`src/rtl/bcd_score_if.sv`:
```
// Score-path bus for bcd_score_accum.
// The master (the game logic) drives the requests and the slave (the accumulator)
// drives the score outputs.
//
// Handshake: add_valid is a single-cycle request with no ready. The accumulator
// accepts a request on every rising edge where add_valid is high, so back-to-back
// requests never stall. The same holds for clear and game_over.
interface bcd_score_if #(
  parameter int DIGITS = 4
);
  logic                  clear;
  logic                  add_valid;
  logic                  add_dec;
  logic [3:0]            add_val;
  logic                  game_over;
  logic [4*DIGITS-1:0]   score;
  logic                  saturated;
  logic                  bad_val;
  logic [4*DIGITS-1:0]   hiscore;
  logic                  new_record;

  modport master (
    output clear, add_valid, add_dec, add_val, game_over,
    input  score, saturated, bad_val, hiscore, new_record
  );

  modport slave (
    input  clear, add_valid, add_dec, add_val, game_over,
    output score, saturated, bad_val, hiscore, new_record
  );
endinterface

```
`src/rtl/bcd_score_accum.sv`:
```
// Multi-digit packed-BCD score accumulator.
// Adds or subtracts a 0..9 value at the least-significant digit. Carry or borrow
// ripples through all DIGITS digits in one cycle (legal DIGITS is 1..8).
// Overflow either clamps at all-9s (SAT_MODE=1) or wraps (SAT_MODE=0).
// Underflow always floors at zero. Both cases set the sticky saturated flag.
// Optional high-score register: define BCD_SCORE_HISCORE_EN.
module bcd_score_accum #(
  parameter int DIGITS   = 4,
  parameter bit SAT_MODE = 1'b1
) (
  input  logic        clk,
  input  logic        rst,
  bcd_score_if.slave  bus
);
  localparam int W = 4 * DIGITS;
  localparam logic [W-1:0] ALL_NINES = {DIGITS{4'h9}};

  logic [W-1:0] score_q, score_d;
  logic         sat_q, sat_d;
  logic         bad_q, bad_d;

  logic [W-1:0] add_res;
  logic         add_co;
  logic [4:0]   add_t;
  logic         add_c;
  logic [W-1:0] sub_res;
  logic         sub_bo;
  logic [4:0]   sub_t;
  logic         sub_b;

  // Decimal ripple adder: add_val enters at digit 0, and each digit folds back by 10 on carry
  always_comb begin
    add_res = '0;
    add_c   = 1'b0;
    add_t   = '0;
    for (int i = 0; i < DIGITS; i++) begin
      add_t = {1'b0, score_q[4*i +: 4]} + {4'b0000, add_c}
            + ((i == 0) ? {1'b0, bus.add_val} : 5'd0);
      if (add_t > 5'd9) begin
        add_res[4*i +: 4] = 4'(add_t - 5'd10);
        add_c             = 1'b1;
      end else begin
        add_res[4*i +: 4] = add_t[3:0];
        add_c             = 1'b0;
      end
    end
    add_co = add_c;
  end

  // Decimal ripple subtractor: a negative digit (bit 4 set) borrows 10 from the next digit
  always_comb begin
    sub_res = '0;
    sub_b   = 1'b0;
    sub_t   = '0;
    for (int i = 0; i < DIGITS; i++) begin
      sub_t = {1'b0, score_q[4*i +: 4]} - {4'b0000, sub_b}
            - ((i == 0) ? {1'b0, bus.add_val} : 5'd0);
      if (sub_t[4]) begin
        sub_res[4*i +: 4] = 4'(sub_t + 5'd10);
        sub_b             = 1'b1;
      end else begin
        sub_res[4*i +: 4] = sub_t[3:0];
        sub_b             = 1'b0;
      end
    end
    sub_bo = sub_b;
  end

  // Next score: clear beats a request; out-of-range values are rejected and flagged
  always_comb begin
    score_d = score_q;
    sat_d   = sat_q;
    bad_d   = 1'b0;
    if (bus.clear) begin
      score_d = '0;
      sat_d   = 1'b0;
    end else if (bus.add_valid) begin
      if (bus.add_val > 4'd9) begin
        bad_d = 1'b1;
      end else if (!bus.add_dec) begin
        if (add_co) begin
          sat_d   = 1'b1;
          score_d = SAT_MODE ? ALL_NINES : add_res;
        end else begin
          score_d = add_res;
        end
      end else begin
        if (sub_bo) begin
          sat_d   = 1'b1;
          score_d = '0;
        end else begin
          score_d = sub_res;
        end
      end
    end
  end

  // Score state registers
  always_ff @(posedge clk) begin
    if (rst) begin
      score_q <= '0;
      sat_q   <= 1'b0;
      bad_q   <= 1'b0;
    end else begin
      score_q <= score_d;
      sat_q   <= sat_d;
      bad_q   <= bad_d;
    end
  end

  assign bus.score     = score_q;
  assign bus.saturated = sat_q;
  assign bus.bad_val   = bad_q;

`ifdef BCD_SCORE_HISCORE_EN
  logic [W-1:0] hi_q, hi_d;
  logic         rec_q, rec_d;

  // Commit the pre-update score on game_over when it strictly beats the record
  // (a plain unsigned compare is valid because the BCD digits are packed MSD-first)
  always_comb begin
    hi_d  = hi_q;
    rec_d = 1'b0;
    if (bus.game_over && (score_q > hi_q)) begin
      hi_d  = score_q;
      rec_d = 1'b1;
    end
  end

  // High-score registers; clear does not reach them, only rst does
  always_ff @(posedge clk) begin
    if (rst) begin
      hi_q  <= '0;
      rec_q <= 1'b0;
    end else begin
      hi_q  <= hi_d;
      rec_q <= rec_d;
    end
  end

  assign bus.hiscore    = hi_q;
  assign bus.new_record = rec_q;
`else
  logic unused_game_over;
  assign unused_game_over = bus.game_over;
  assign bus.hiscore      = '0;
  assign bus.new_record   = 1'b0;
`endif

endmodule

```
`src/flat_wrapper.sv`:
```
// flat-port wrapper written by rule: the top's interface ports become plain ports
module bcd_score_accum_flat 
#(
  parameter int DIGITS   = 4,
  parameter bit SAT_MODE = 1'b1
)
  (clk, rst, bus_clear, bus_add_valid, bus_add_dec, bus_add_val, bus_game_over, bus_score, bus_saturated, bus_bad_val, bus_hiscore, bus_new_record);
  bcd_score_if #(.DIGITS(DIGITS)) bus_i ();
  input  logic clk;
  input  logic rst;
  input wire logic [$bits(bus_i.clear)-1:0] bus_clear;
  input wire logic [$bits(bus_i.add_valid)-1:0] bus_add_valid;
  input wire logic [$bits(bus_i.add_dec)-1:0] bus_add_dec;
  input wire logic [$bits(bus_i.add_val)-1:0] bus_add_val;
  input wire logic [$bits(bus_i.game_over)-1:0] bus_game_over;
  output wire logic [$bits(bus_i.score)-1:0] bus_score;
  output wire logic [$bits(bus_i.saturated)-1:0] bus_saturated;
  output wire logic [$bits(bus_i.bad_val)-1:0] bus_bad_val;
  output wire logic [$bits(bus_i.hiscore)-1:0] bus_hiscore;
  output wire logic [$bits(bus_i.new_record)-1:0] bus_new_record;
  assign bus_i.clear = bus_clear;
  assign bus_i.add_valid = bus_add_valid;
  assign bus_i.add_dec = bus_add_dec;
  assign bus_i.add_val = bus_add_val;
  assign bus_i.game_over = bus_game_over;
  assign bus_score = bus_i.score;
  assign bus_saturated = bus_i.saturated;
  assign bus_bad_val = bus_i.bad_val;
  assign bus_hiscore = bus_i.hiscore;
  assign bus_new_record = bus_i.new_record;
  bcd_score_accum #(.DIGITS(DIGITS), .SAT_MODE(SAT_MODE)) u_core (.clk(clk), .rst(rst), .bus(bus_i));
endmodule
```
`config.mk`:
```
export PLATFORM = sky130hd
export DESIGN_NAME = bcd_score_accum_flat
export DESIGN_NICKNAME = d
export VERILOG_FILES = /design/src/rtl/bcd_score_if.sv /design/src/rtl/bcd_score_accum.sv /design/src/flat_wrapper.sv
export SDC_FILE = /design/constraint.sdc
export NUM_CORES = 1
export LEC_CHECK = 0
export BUFFER_PORTS_ARGS = -buffer_cell sky130_fd_sc_hd__buf_4
export CAP_MARGIN = 20
export CORE_ASPECT_RATIO = 1.4
export CORE_UTILIZATION = 28
export CTS_CLUSTER_SIZE = 25
export DETAILED_ROUTE_END_ITERATION = 12
export GPL_ROUTABILITY_DRIVEN = 0
export GPL_TIMING_DRIVEN = 0
export MAX_ROUTING_LAYER = met4
export PLACE_DENSITY = 0.52
export SYNTH_ARGS = -nofsm -noshare
export SYNTH_HDL_FRONTEND = slang
export SYNTH_SLANG_ARGS = --single-unit
export TNS_END_PERCENT = 5
```
`constraint.sdc`:
```
create_clock -name clk -period 6.4 [get_ports clk]
set_input_delay 0.64 -clock clk [delete_from_list [all_inputs] [get_ports clk]]
set_output_delay 0.64 -clock clk [all_outputs]
set_load 0.01 [all_outputs]
```
[Word level (Yosys, flattened, before mapping)]
Index checks and enable logic that the tools add are counted.
Storage, ports and cells
  register bits: 18
  latch bits: 0
  bits in writable memories: 0
  memory bits (read-only): 0
  bits of input ports: 10
  output and inout bits: 35
  logic and storage cells: 55
  memories: 0
Operators by class
  add/sub/neg operators: 16
  $mul: 0
  div/mod/pow operators: 0
  order comparisons: 5
  equality and inequality tests: 1
  shift-type cells: 0
  muxes and demuxes: 23
  bitwise logic cells: 2
  reductions and logical operators: 5
Operators by type and width (count)
  two-way mux 16 bit: 3
  two-way mux 4 bit: 8
  greater-than comparator 5 x 4 -> 1 bit, second input constant: 4
  adder 4 bit, second input constant: 4
  subtractor 4 bit, second input constant: 4
  adder 4 x 1 -> 5 bit: 3
  subtractor 4 x 1 -> 5 bit: 3
  two-way mux 1 bit: 12
  adder 4 x 4 -> 5 bit: 1
  subtractor 4 x 4 -> 5 bit: 1
  greater-than comparator 4 bit, second input constant: 1
  AND reduction 4 bit: 1
  OR reduction 3 bit: 1
  != test 2 x 1 -> 1 bit, second input constant: 1
  inverter 1 bit: 2
  AND reduction 2 bit: 1
  nonzero test 2 bit: 1
  OR reduction 2 bit: 1

[Depth between registers and ports, before layout]
Gate-level depths: netlist of run 1.
  depth in word-level cells: 14
  gate-level depth with buffers: 24
  mapped depth without buffers: 23

[Least setup slack after synthesis of run 1]
Ideal clock, no wire load.
  path type: input-to-reg
  start point: input bus_add_val[2]
  end point: register u_core.score_q[10], in the netlist u_core.bus.score[10]
  library setup time: 0.119 ns
  data arrival time: 5.550 ns
  data required time: 6.281 ns
  path slack: 0.731 ns
  stages on the path: 24
  buffers on the path: 1
  cells stage by stage: inv_1 -> ha_1 -> buf_6 -> nor3b_1 -> nor4_1 -> nor2_1 -> o21ai_0 -> ha_1 -> ha_1 -> nand2b_1 -> a31oi_1 -> nor2_1 -> ha_1 -> ha_1 -> nand2b_1 -> a31oi_1 -> nor2_1 -> ha_1 -> ha_1 -> nand2b_1 -> a31oi_1 -> o31ai_1 -> a211oi_1 -> o221a_2
On the way
  longest elaborated chain between the ends: 14
  elaborated cells between the ends (all ways): 30
  those cells by class: 10 x add/sub; 5 x order compare; 13 x mux; 1 x bitwise; 1 x reduce/logical
Ends and longest elaborated chain
  start, declared: RTL line flat_wrapper.sv:14  | input wire logic [$bits(bus_i.add_val)-1:0] bus_add_val;
  adder 4 x 4 -> 5 bit: RTL line bcd_score_accum.sv:38  | + ((i == 0) ? {1'b0, bus.add_val} : 5'd0);
  greater-than comparator 5 x 4 -> 1 bit: RTL line bcd_score_accum.sv:39  | if (add_t > 5'd9) begin
  two-way mux 1 bit: RTL line bcd_score_accum.sv:39
  adder 4 x 1 -> 5 bit: RTL line bcd_score_accum.sv:37  | add_t = {1'b0, score_q[4*i +: 4]} + {4'b0000, add_c}
  greater-than comparator 5 x 4 -> 1 bit: RTL line bcd_score_accum.sv:39
  two-way mux 1 bit: RTL line bcd_score_accum.sv:39
  adder 4 x 1 -> 5 bit: RTL line bcd_score_accum.sv:37
  greater-than comparator 5 x 4 -> 1 bit: RTL line bcd_score_accum.sv:39
  two-way mux 1 bit: RTL line bcd_score_accum.sv:39
  adder 4 x 1 -> 5 bit: RTL line bcd_score_accum.sv:37
  greater-than comparator 5 x 4 -> 1 bit: RTL line bcd_score_accum.sv:39
  two-way mux 1 bit: RTL line bcd_score_accum.sv:39
  two-way mux 16 bit: RTL line bcd_score_accum.sv:81  | if (add_co) begin
  two-way mux 16 bit: RTL line bcd_score_accum.sv:80  | end else if (!bus.add_dec) begin
  end signal, assigned: RTL line bcd_score_accum.sv:105  | score_q <= score_d;
  end, declared: RTL line bcd_score_accum.sv:18  | logic [W-1:0] score_q, score_d;
Parallel ways exist; a longest one is shown, timed or not.
A chain may end at the register's enable or synchronous reset.

[Worst setup path after layout of run 1]
  start point: input bus_add_val[1]
  end point: register u_core.score_q[2], in the netlist u_core.bus.score[2]
The elaborated chain is that of the path after synthesis.

==> results of run 1 <==
==> worst max path at each step <==
stage	depth (start not counted)	slack, ns	end
2_1_floorplan	24	0.73	u_core.bus.score[10]
3_3_place_gp	25	-0.55	u_core.bus.score[6]
3_5_place_dp	25	-0.57	u_core.bus.score[6]
4_1_cts	25	-0.02	u_core.bus.score[1]
5_1_grt	24	-0.006	u_core.bus.score[10]
6_report	24	0.48	u_core.bus.score[2]
==> per-stage QoR <==
step | std cells | setup slack (ns)
global route | 414 | -0.00638
finish | 414 | 0.478
CTS | 413 | -0.0176
detailed placement | 409 | -0.575
global placement | 409 | -0.553
floorplan | 286 | 0.731
==> per-layer routing <==
layer  GRT usage (%)  up-vias
li1                -     1033
met1            17.5      945
met2            27.7       47
met3           0.868       10
met4            4.63        0
met5               -        -
==> worst max-delay path, stage by stage <==
cell and delay (ns):
buf_4 0.12, inv_1 0.15, ha_1 0.29, nor3b_2 0.27
o31a_1 0.26, nor2_1 0.10, o21ai_0 0.25, ha_2 0.29
ha_2 0.25, and4b_1 0.20, mux2_2 0.30, nor2_1 0.14
ha_1 0.28, ha_2 0.27, and4b_1 0.20, mux2_2 0.30
nor2_1 0.16, ha_2 0.26, ha_1 0.27, nand2b_1 0.19
a31oi_4 0.27, o31ai_4 0.16, a311oi_1 0.30, o221a_1 0.22
==> registers in the layout (all words and copies together) (netlist names) <==
name and flops:
u_core.bus.bad_val 1, u_core.bus.score 16, u_core.bus.saturated 1
==> power breakdown <==
group | switching (mW) | internal, mW | leakage [nW]
logic | 0.0879 | 0.0760 | 0.929
clock network | 0.0445 | 0.0548 | 0.0288
registers | 0.00502 | 0.116 | 0.146
total | 0.137 | 0.247 | 1.10
==> placed cells by master, fill, tap and decap left out, types with 3 or more instances in the layout <==
cell type	n
nor2b_1	6
clkbuf_1	10
xnor2_1	5
a21o_1	3
a21oi_1	19
nand2_1	9
or2_2	3
ha_2	4
o21ai_0	23
xor2_1	4
nand2b_1	12
dfxtp_1	18
nor2_1	20
ha_1	22
o21a_1	6
a31oi_1	4
a211oi_1	5
clkbuf_8	4
nor3_1	5
conb_1	17
inv_1	17
buf_4	44
nor3b_1	3
==> timing repair <==
action                                  in CTS  in global routing
endpoints found under the hold margin        0                  0
endpoints found under the setup margin       5                 17
pin swaps                                    0                  2
resized for setup                            3                 12
setup buffers                                0                  1
==> cells by family after synthesis <==
| kind of cell | share of synthesized area [%] |
|---|---|
| AO/OA/AOI/OAI | 28.3 |
| XOR/XNOR | 4.87 |
| adder cells (fa/ha/maj) | 17.3 |
| buffers and inverters | 11.8 |
| flip-flops | 17.1 |
| multiplexers | 1.07 |
| other | 0.178 |
| AND/OR/NAND/NOR | 19.4 |
==> area by class of cell <==
| cell class | instances | area (µm²) |
|---|---|---|
| Timing Repair Buffer | 27 | 203 |
| Multi-Input combinational cell | 221 | 1640 |
| Tap cell | 97 | 121 |
| Clock buffer | 4 | 55.1 |
| Fill cell | 820 | 4690 |
| Sequential cell | 18 | 360 |
| Buffer | 29 | 181 |
| Inverter | 18 | 67.6 |
==> results.json, run 1 <==
{
  "nets": 356,
  "cts_buffers": 3,
  "placed_area_mm2": 0.00248,
  "ys_seq_elements": 18,
  "ant_nets": 0,
  "met3_length_um": 146,
  "ys_warn_count": 0,
  "hpwlAfterDp_um": 4350,
  "finalHoldViolCount": 0,
  "synth_edf_count": 0,
  "max_slew_margin_pct": 62.4,
  "holdPathEnd": "u_core.bus.saturated",
  "ys.flop_type": "dfxtp_1",
  "final_area_mm2": 0.00263,
  "diodes": 0,
  "min_period_over_period_pct": 92.5,
  "clk_latency_ns": 0.26,
  "avgSynthCellArea_um2": 7.81,
  "route.vias.total": 2035,
  "grt_pass1_wl_um": 9250,
  "drt_iter0_drc": 104,
  "fmax_mhz": 169,
  "synthArstFlopShare_pct": 0,
  "ios": 45,
  "clockRootBuffer": "clkbuf_8",
  "wl_per_cell_um": 13.5,
  "finalPower_mw": 0.384,
  "crit_required_ns": 6.61,
  "ys_types": 55,
  "synthTopCellsByCount": "ha_1, o21ai_0, nor2_1",
  "met1_length_um": 2350,
  "die_height_um": 105,
  "cp-start-kind": "primary input",
  "area_delta_synth_final_pct": 24.6,
  "drive_gt1_share_pct": 23.0,
  "grt_overflow": 0,
  "hold_slack_ns": 0.493,
  "slew_viol_final": 0,
  "fin_crit_ns": 5.92,
  "tightest_slew_ns": 0.564,
  "syn_inst": 270,
  "cp_max_fo": 6,
  "status": "complete, no violations",
  "yosysTopAreaCellShare_pct": 17.1,
  "clkSlewWorstSetupHoldPaths_ns": 0.08,
  "p_leak_nw": 1.10,
  "cp.arrival_ns": 6.13,
  "wl_met2_um": 2980,
  "drc": 0,
  "cts_hold_buf": 0,
  "critPathLaunch": "bus_add_val[1]",
  "core_mm2": 0.00731,
  "synth_area_mm2": 0.00211,
  "fp.dieW_um": 75.3,
  "setup_viol": 0,
  "endpoint_kind": "flip-flop",
  "placement.io_buffers": 26,
  "yosysMostFrequentCell": "ha_1",
  "r2r_end": "u_core.bus.score[2]",
  "fin_setup_tns_ns": 0,
  "r2r_start": "u_core.bus.score[1]",
  "top_layer_used": "met4",
  "critical_path_class": "primary input to flip-flop",
  "cts.sinks": 18,
  "power.density_mw_per_mm2": 146,
  "grt_pass1_vias": 1940,
  "post-route-util_pct": 35.9,
  "cts_tree": "done",
  "start_util_pct": 28.8,
  "cap_violations": 0,
  "seq_area_frac_synth_pct": 17.1,
  "r2r_cells": 22,
  "hold_path_class": "flip-flop to flip-flop",
  "clockBufferDepth": 2,
  "via_per_inst": 4.92,
  "holdPathStages": 2,
  "grt_start_max_net_pins": 11,
  "ir_drop_mv": 0.0817,
  "finalWirelength_um": 5600,
  "ys_top_cells_by_area": "dfxtp_1, ha_1, buf_4",
  "die_area_mm2": 0.00789,
  "core.rowCount": 37,
  "antenna_found_initial": 0,
  "skew_ns": 0.00481,
  "regToRegSetupSlack_ns": 0.59,
  "drt-pass1-iter-count": 4,
  "h-tree-depth": 1,
  "groute.usage.overall_pct": 15.3,
  "worstHoldStart": "u_core.bus.saturated",
  "synth_top_area_cell": "dfxtp_1"
}
No activity file was read; power rests on OpenSTA's default activity.
==> run 2: changes to the inputs <==
--- a/config.mk
+++ b/config.mk
@@ -8,6 +8,7 @@
 export BUFFER_PORTS_ARGS = -buffer_cell sky130_fd_sc_hd__buf_4
 export CAP_MARGIN = 20
 export CORE_ASPECT_RATIO = 1.4
+export CORE_MARGIN = 2
 export CORE_UTILIZATION = 28
 export CTS_CLUSTER_SIZE = 25
 export DETAILED_ROUTE_END_ITERATION = 12
==> constraint.sdc (replaced) <==
create_clock -name clk -period 6.4 [get_ports clk]
set_input_delay 1.28 -clock clk [delete_from_list [all_inputs] [get_ports clk]]
set_output_delay 1.28 -clock clk [all_outputs]
set_load 0.01 [all_outputs]
==> run 2 against run 1 <==
Effect of this change:
- clock power decreased by 2.7%
- non-clock buffer count increased by 7
- final area increased by 4.3%
- sequential cell count unchanged
- die area increased by 4.6%
- clock-buffer cell count unchanged
- sequential share of layout area decreased by 0.57 points
- combinational power increased by 4%
- register-to-register slack improved by 0.34 ns
- critical path type unchanged
- highest routed layer unchanged
==> results.json, run 2 (synthesized netlist as in run 1, its figures left out) <==
{
  "status": "complete, no violations",
  "max_slew_margin_pct": 59.7,
  "clockBufferDepth": 2,
  "placement.io_buffers": 26,
  "start_util_pct": 28.8,
  "worstHoldStart": "u_core.bus.saturated",
  "power.density_mw_per_mm2": 142,
  "swShare_pct": 35.3,
  "drt-pass1-iter-count": 4,
  "r2r_start": "u_core.bus.score[1]",
  "min_period_over_period_pct": 96.2,
  "grt_start_max_net_pins": 11,
  "skew_ns": 0.00322,
  "cts_hold_buf": 0,
  "ant_nets": 0,
  "via_per_inst": 4.87,
  "drc": 0,
  "fp.dieW_um": 77.3,
  "groute.usage.overall_pct": 14.6,
  "critical_path_class": "primary input to flip-flop",
  "setup_viol": 0,
  "final_cell_mix": "buf_4, o21ai_0, ha_1",
  "endpoint_kind": "flip-flop",
  "tightest_slew_ns": 0.603,
  "cp.arrival_ns": 6.36,
  "nets": 363,
  "antenna_found_initial": 0,
  "grt_pass1_vias": 1983,
  "intPower_mw": 0.251,
  "cts.sinks": 18,
  "core_mm2": 0.00731,
  "clockPowerShare_pct": 24.9,
  "ir_drop_mv": 0.0745,
  "r2r_cells": 23,
  "fin_setup_tns_ns": 0,
  "diodes": 0,
  "area_delta_synth_final_pct": 30.0,
  "final_common_cell": "buf_4",
  "regToRegSetupSlack_ns": 0.93,
  "fin_crit_ns": 6.16,
  "largest_register_ffs": 16,
  "die_area_mm2": 0.00825,
  "finalWirelength_um": 5760,
  "clk_latency_ns": 0.26,
  "power_switching_mw": 0.137,
  "holdPathEnd": "u_core.bus.saturated",
  "cts_tree": "done",
  "cp_max_fo": 8,
  "holdPathStages": 2,
  "hpwlAfterDp_um": 4340,
  "cts_buffers": 3,
  "drt_iter0_drc": 71,
  "cp-start-kind": "primary input",
  "h-tree-depth": 1,
  "grt_pass1_wl_um": 9470,
  "clockRootBuffer": "clkbuf_8",
  "cap_violations": 0,
  "crit_required_ns": 6.60,
  "placed_area_mm2": 0.00248,
  "ios": 45,
  "hold_path_class": "flip-flop to flip-flop",
  "fmax_mhz": 162,
  "drive_gt1_share_pct": 26.9,
  "sequentialPowerShare_pct": 31.3,
  "r2r_end": "u_core.bus.score[10]",
  "wl_per_cell_um": 13.7,
  "finalHoldViolCount": 0,
  "final_area_mm2": 0.00274,
  "p_comb_share_pct": 43.7,
  "clkSlewWorstSetupHoldPaths_ns": 0.08,
  "p_leak_nw": 1.15,
  "route.vias.total": 2050,
  "slew_viol_final": 0,
  "grt_overflow": 0,
  "die_height_um": 107,
  "core.rowCount": 37
}
==> run 2: cell type report <==
class / instances / area, µm²
Fill cell: 814 / 4570
Buffer: 29 / 181
Clock buffer: 4 / 55.1
Timing Repair Buffer: 34 / 255
Sequential cell: 18 / 360
Tap cell: 97 / 121
Multi-Input combinational cell: 221 / 1700
Inverter: 18 / 67.6
==> run 2: worst max path at each step <==
| stage | slack [ns] | from | cells after the start | endpoint |
|---|---|---|---|---|
| after floorplan | 0.09 | bus_add_val[2] | 24 | u_core.bus.score[10] |
| after global placement | -1.25 | bus_add_val[2] | 25 | u_core.bus.score[10] |
| after detailed placement | -1.29 | bus_add_val[2] | 25 | u_core.bus.score[10] |
| after CTS | 0.03 | bus_add_val[0] | 25 | u_core.bus.score[10] |
| after global routing | -0.01 | bus_add_val[0] | 25 | u_core.bus.score[10] |
| final | 0.24 | bus_add_val[0] | 25 | u_core.bus.score[10] |
==> run 2: critical path: stages <==
cell and delay, ns:
buf_4 0.09, ha_1 0.16, inv_1 0.06, fa_1 0.42, xnor2_2 0.23, and2_1 0.19
o21ai_1 0.10, ha_2 0.22, ha_2 0.40, o21ai_0 0.10, mux2_2 0.33, nor2_2 0.12
ha_2 0.23, ha_4 0.17, and4b_1 0.19, mux2_2 0.31, nor2_4 0.14, ha_4 0.17
ha_1 0.25, nand2b_1 0.19, a31oi_4 0.24, o31ai_4 0.11, buf_4 0.17, a211oi_1 0.25
o221a_2 0.23
==> run 2: through the flow <==
stage / hold slack [ns] / power [mW] / setup slack, ns / std cells / utilization (%)
2_1_floorplan: 0.505 / 0.243 / 0.0911 / 286 / -
3_3_place_gp: 0.474 / 0.280 / -1.25 / 409 / 34.0
3_5_place_dp: 0.475 / 0.283 / -1.29 / 409 / 34.0
4_1_cts: 0.514 / 0.389 / 0.0263 / 417 / 36.5
5_1_grt: 0.547 / 0.424 / -0.00986 / 421 / 37.5
6_report: 0.520 / 0.388 / 0.243 / 421 / 37.5
==> run 2: power groups by stage <==
stage               logic [mW]  clock network (mW)  registers (mW)
global route             0.193               0.109           0.123
detailed placement       0.159                   0           0.124
CTS                      0.166               0.101           0.121
finish                   0.170              0.0966           0.122
global placement         0.156                   0           0.124
floorplan                0.118                   0           0.124
==> run 2: timing repair <==
action                                  4_1_cts  5_1_grt
endpoints found under the setup margin       17       16
setup buffers                                 4        4
pin swaps                                     3        5
resized for setup                            20        8
==> run 2: metal layers <==
| layer | share of wire, % | wire length (µm) | track usage, % | vias up |
|---|---|---|---|---|
| met5 | 0 | 0 | - | - |
| met4 | 0.89 | 51 | 3.83 | 0 |
| met3 | 3.5 | 203 | 1.68 | 6 |
| met2 | 54 | 3090 | 27.0 | 37 |
| met1 | 42 | 2410 | 16.5 | 959 |
| li1 | - | - | - | 1048 |
==> run 3: changes to the inputs <==
==> constraint.sdc (replaced) <==
create_clock -name clk -period 7.36 [get_ports clk]
set_input_delay 1.472 -clock clk [delete_from_list [all_inputs] [get_ports clk]]
set_output_delay 1.472 -clock clk [all_outputs]
set_load 0.01 [all_outputs]
==> run 3 against run 2 <==
Effect of this change:
- sequential cell count did not move
- via count fell by 1.1%
- register-to-register slack improved by 0.36 ns
- critical path depth fell by 1
- total power fell by 15%
- non-clock buffer count fell by 8
- cell count fell by 1.9%
- critical path type unchanged
- highest routed layer unchanged
==> results.json, run 3 (synthesized netlist as in run 1, its figures left out) <==
{
  "largest_register_ffs": 16,
  "area_delta_synth_final_pct": 23.4,
  "antenna_found_initial": 0,
  "cp.arrival_ns": 7.14,
  "via_per_inst": 4.91,
  "holdPathStages": 2,
  "clockBufferDepth": 2,
  "route.vias.total": 2028,
  "min_period_over_period_pct": 95.0,
  "hold_path_class": "flip-flop to flip-flop",
  "drc": 0,
  "crit_family": "adder cells",
  "final_common_cell": "buf_4",
  "ant_nets": 0,
  "post-route-util_pct": 35.6,
  "finalHoldViolCount": 0,
  "critPathLaunch": "bus_add_val[3]",
  "die_height_um": 107,
  "clkSlewWorstSetupHoldPaths_ns": 0.08,
  "regToRegSetupSlack_ns": 1.29,
  "core_mm2": 0.00731,
  "grt_start_max_net_pins": 11,
  "cpMaxStageDelayCell": "nor4_2",
  "p_leak_nw": 1.10,
  "diodes": 0,
  "cp_max_fo": 9,
  "hpwlAfterDp_um": 4340,
  "power.density_mw_per_mm2": 127,
  "fp.dieW_um": 77.3,
  "fin_setup_tns_ns": 0,
  "final_cell_mix": "buf_4, ha_1, o21ai_0",
  "fmax_mhz": 143,
  "crit_buf_inv": 3,
  "ios": 45,
  "cap_violations": 0,
  "grt_pass1_vias": 1924,
  "holdPathEnd": "u_core.bus.saturated",
  "groute.usage.overall_pct": 14.2,
  "r2r_start": "u_core.bus.score[3]",
  "fill_cells": 825,
  "endpoint_kind": "flip-flop",
  "status": "complete, no violations",
  "grt_pass1_wl_um": 9220,
  "clockRootBuffer": "clkbuf_8",
  "hold_slack_ns": 0.521,
  "max_slew_margin_pct": 59.4,
  "drt_iter0_drc": 73,
  "slew_viol_final": 0,
  "placement.io_buffers": 26,
  "clk_latency_ns": 0.26,
  "h-tree-depth": 1,
  "drive_gt1_share_pct": 21.8,
  "start_util_pct": 28.8,
  "cts_setup_buffers": 0,
  "r2r_end": "u_core.bus.score[10]",
  "cp-start-kind": "primary input",
  "tightest_slew_ns": 0.606,
  "fin_crit_ns": 6.99,
  "skew_ns": 0.00235,
  "worstPathCellList": "buf_4 -> inv_1 -> ha_1 -> buf_2 -> nor4_2 -> nor2_1 -> o21ai_0 -> ha_2 -> ha_1 -> and4b_1 -> mux2_2 -> nor2_1 -> ha_1 -> ha_1 -> and4b_1 -> mux2_2 -> nor2_1 -> ha_1 -> ha_1 -> nor2b_1 -> and4_1 -> o31ai_4 -> a211oi_1 -> o221a_2",
  "max_stage_delay_ns": 0.46,
  "worstHoldStart": "u_core.bus.saturated",
  "r2r_cells": 22,
  "nets": 355,
  "critical_path_class": "primary input to flip-flop",
  "die_area_mm2": 0.00825,
  "cts_hold_buf": 0,
  "wl_per_cell_um": 13.4,
  "layout.cells.non_filler": 413,
  "finalWirelength_um": 5550,
  "cts_buffers": 3,
  "cp_common_cell": "ha_1",
  "core.rowCount": 37,
  "grt_overflow": 0,
  "cts.sinks": 18,
  "cts_tree": "done",
  "crit_required_ns": 7.51,
  "setup_viol": 0,
  "place_inst": 409,
  "drt-pass1-iter-count": 4,
  "ir_drop_mv": 0.0655
}
[run 3: cell count changes in the layout (fill, tap and decap cells not counted), moves of 2 or more]
cell,change
ha_1,+4
buf_4,-8
ha_4,-2
ha_2,-2
nor2_2,-2
nor2_1,+3
[run 3: metrics by stage]
| step | setup slack, ns | total power, mW | instance area, µm² |
|---|---|---|---|
| global route | -0.0701 | 0.361 | 2600 |
| finish | 0.369 | 0.331 | 2600 |
| CTS | 0.0177 | 0.333 | 2540 |
| detailed placement | -0.525 | 0.246 | 2480 |
| global placement | -0.482 | 0.243 | 2480 |
| floorplan | 0.859 | 0.211 | 2170 |
[run 3: how the worst max path moves through the flow]
stage | endpoint | slack [ns] | depth (start not counted)
after floorplan | u_core.bus.score[10] | 0.86 | 24
after global placement | u_core.bus.score[10] | -0.48 | 25
after detailed placement | u_core.bus.score[10] | -0.52 | 25
after CTS | u_core.bus.score[10] | 0.02 | 25
after global routing | u_core.bus.score[1] | -0.07 | 25
final | u_core.bus.score[10] | 0.37 | 24
[run 3: cell type report]
| type | instances | area [µm²] | area share (%) |
|---|---|---|---|
| repair buffers | 26 | 195 | 7.50 |
| inverters | 18 | 67.6 | 2.60 |
| flip-flops and latches | 18 | 360 | 13.8 |
| multi-input cells | 221 | 1620 | 62.3 |
| clock buffers | 4 | 55.1 | 2.12 |
| well taps | 97 | 121 | 4.66 |
| plain buffers | 29 | 181 | 6.97 |
[run 3: power by group]
group | total (mW) | internal (mW) | switching (mW)
registers | 0.105 | 0.101 | 0.00436
logic | 0.140 | 0.0651 | 0.0754
clock network | 0.0848 | 0.0476 | 0.0372
total | 0.331 | 0.214 | 0.117
[run 3: tightest hold or removal path, stage by stage (launching register included)]
cell	delay, ns
dfxtp_1	0.35
a31oi_1	0.05
nor2_1	0.08
[run 3: metal layers]
metal  GRT usage [%]  wire length, µm  vias up
met4            3.95              102        0
met1            16.5             2380      949
met3            1.52              168        9
met2            25.8             2910       40
li1                -                -     1030
met5               -                0        -
[run 3: timing repair]
| item | CTS | global route |
|---|---|---|
| endpoints found under the setup margin | 5 | 16 |
| gates resized for setup | 1 | 10 |
| pin swaps | 0 | 1 |
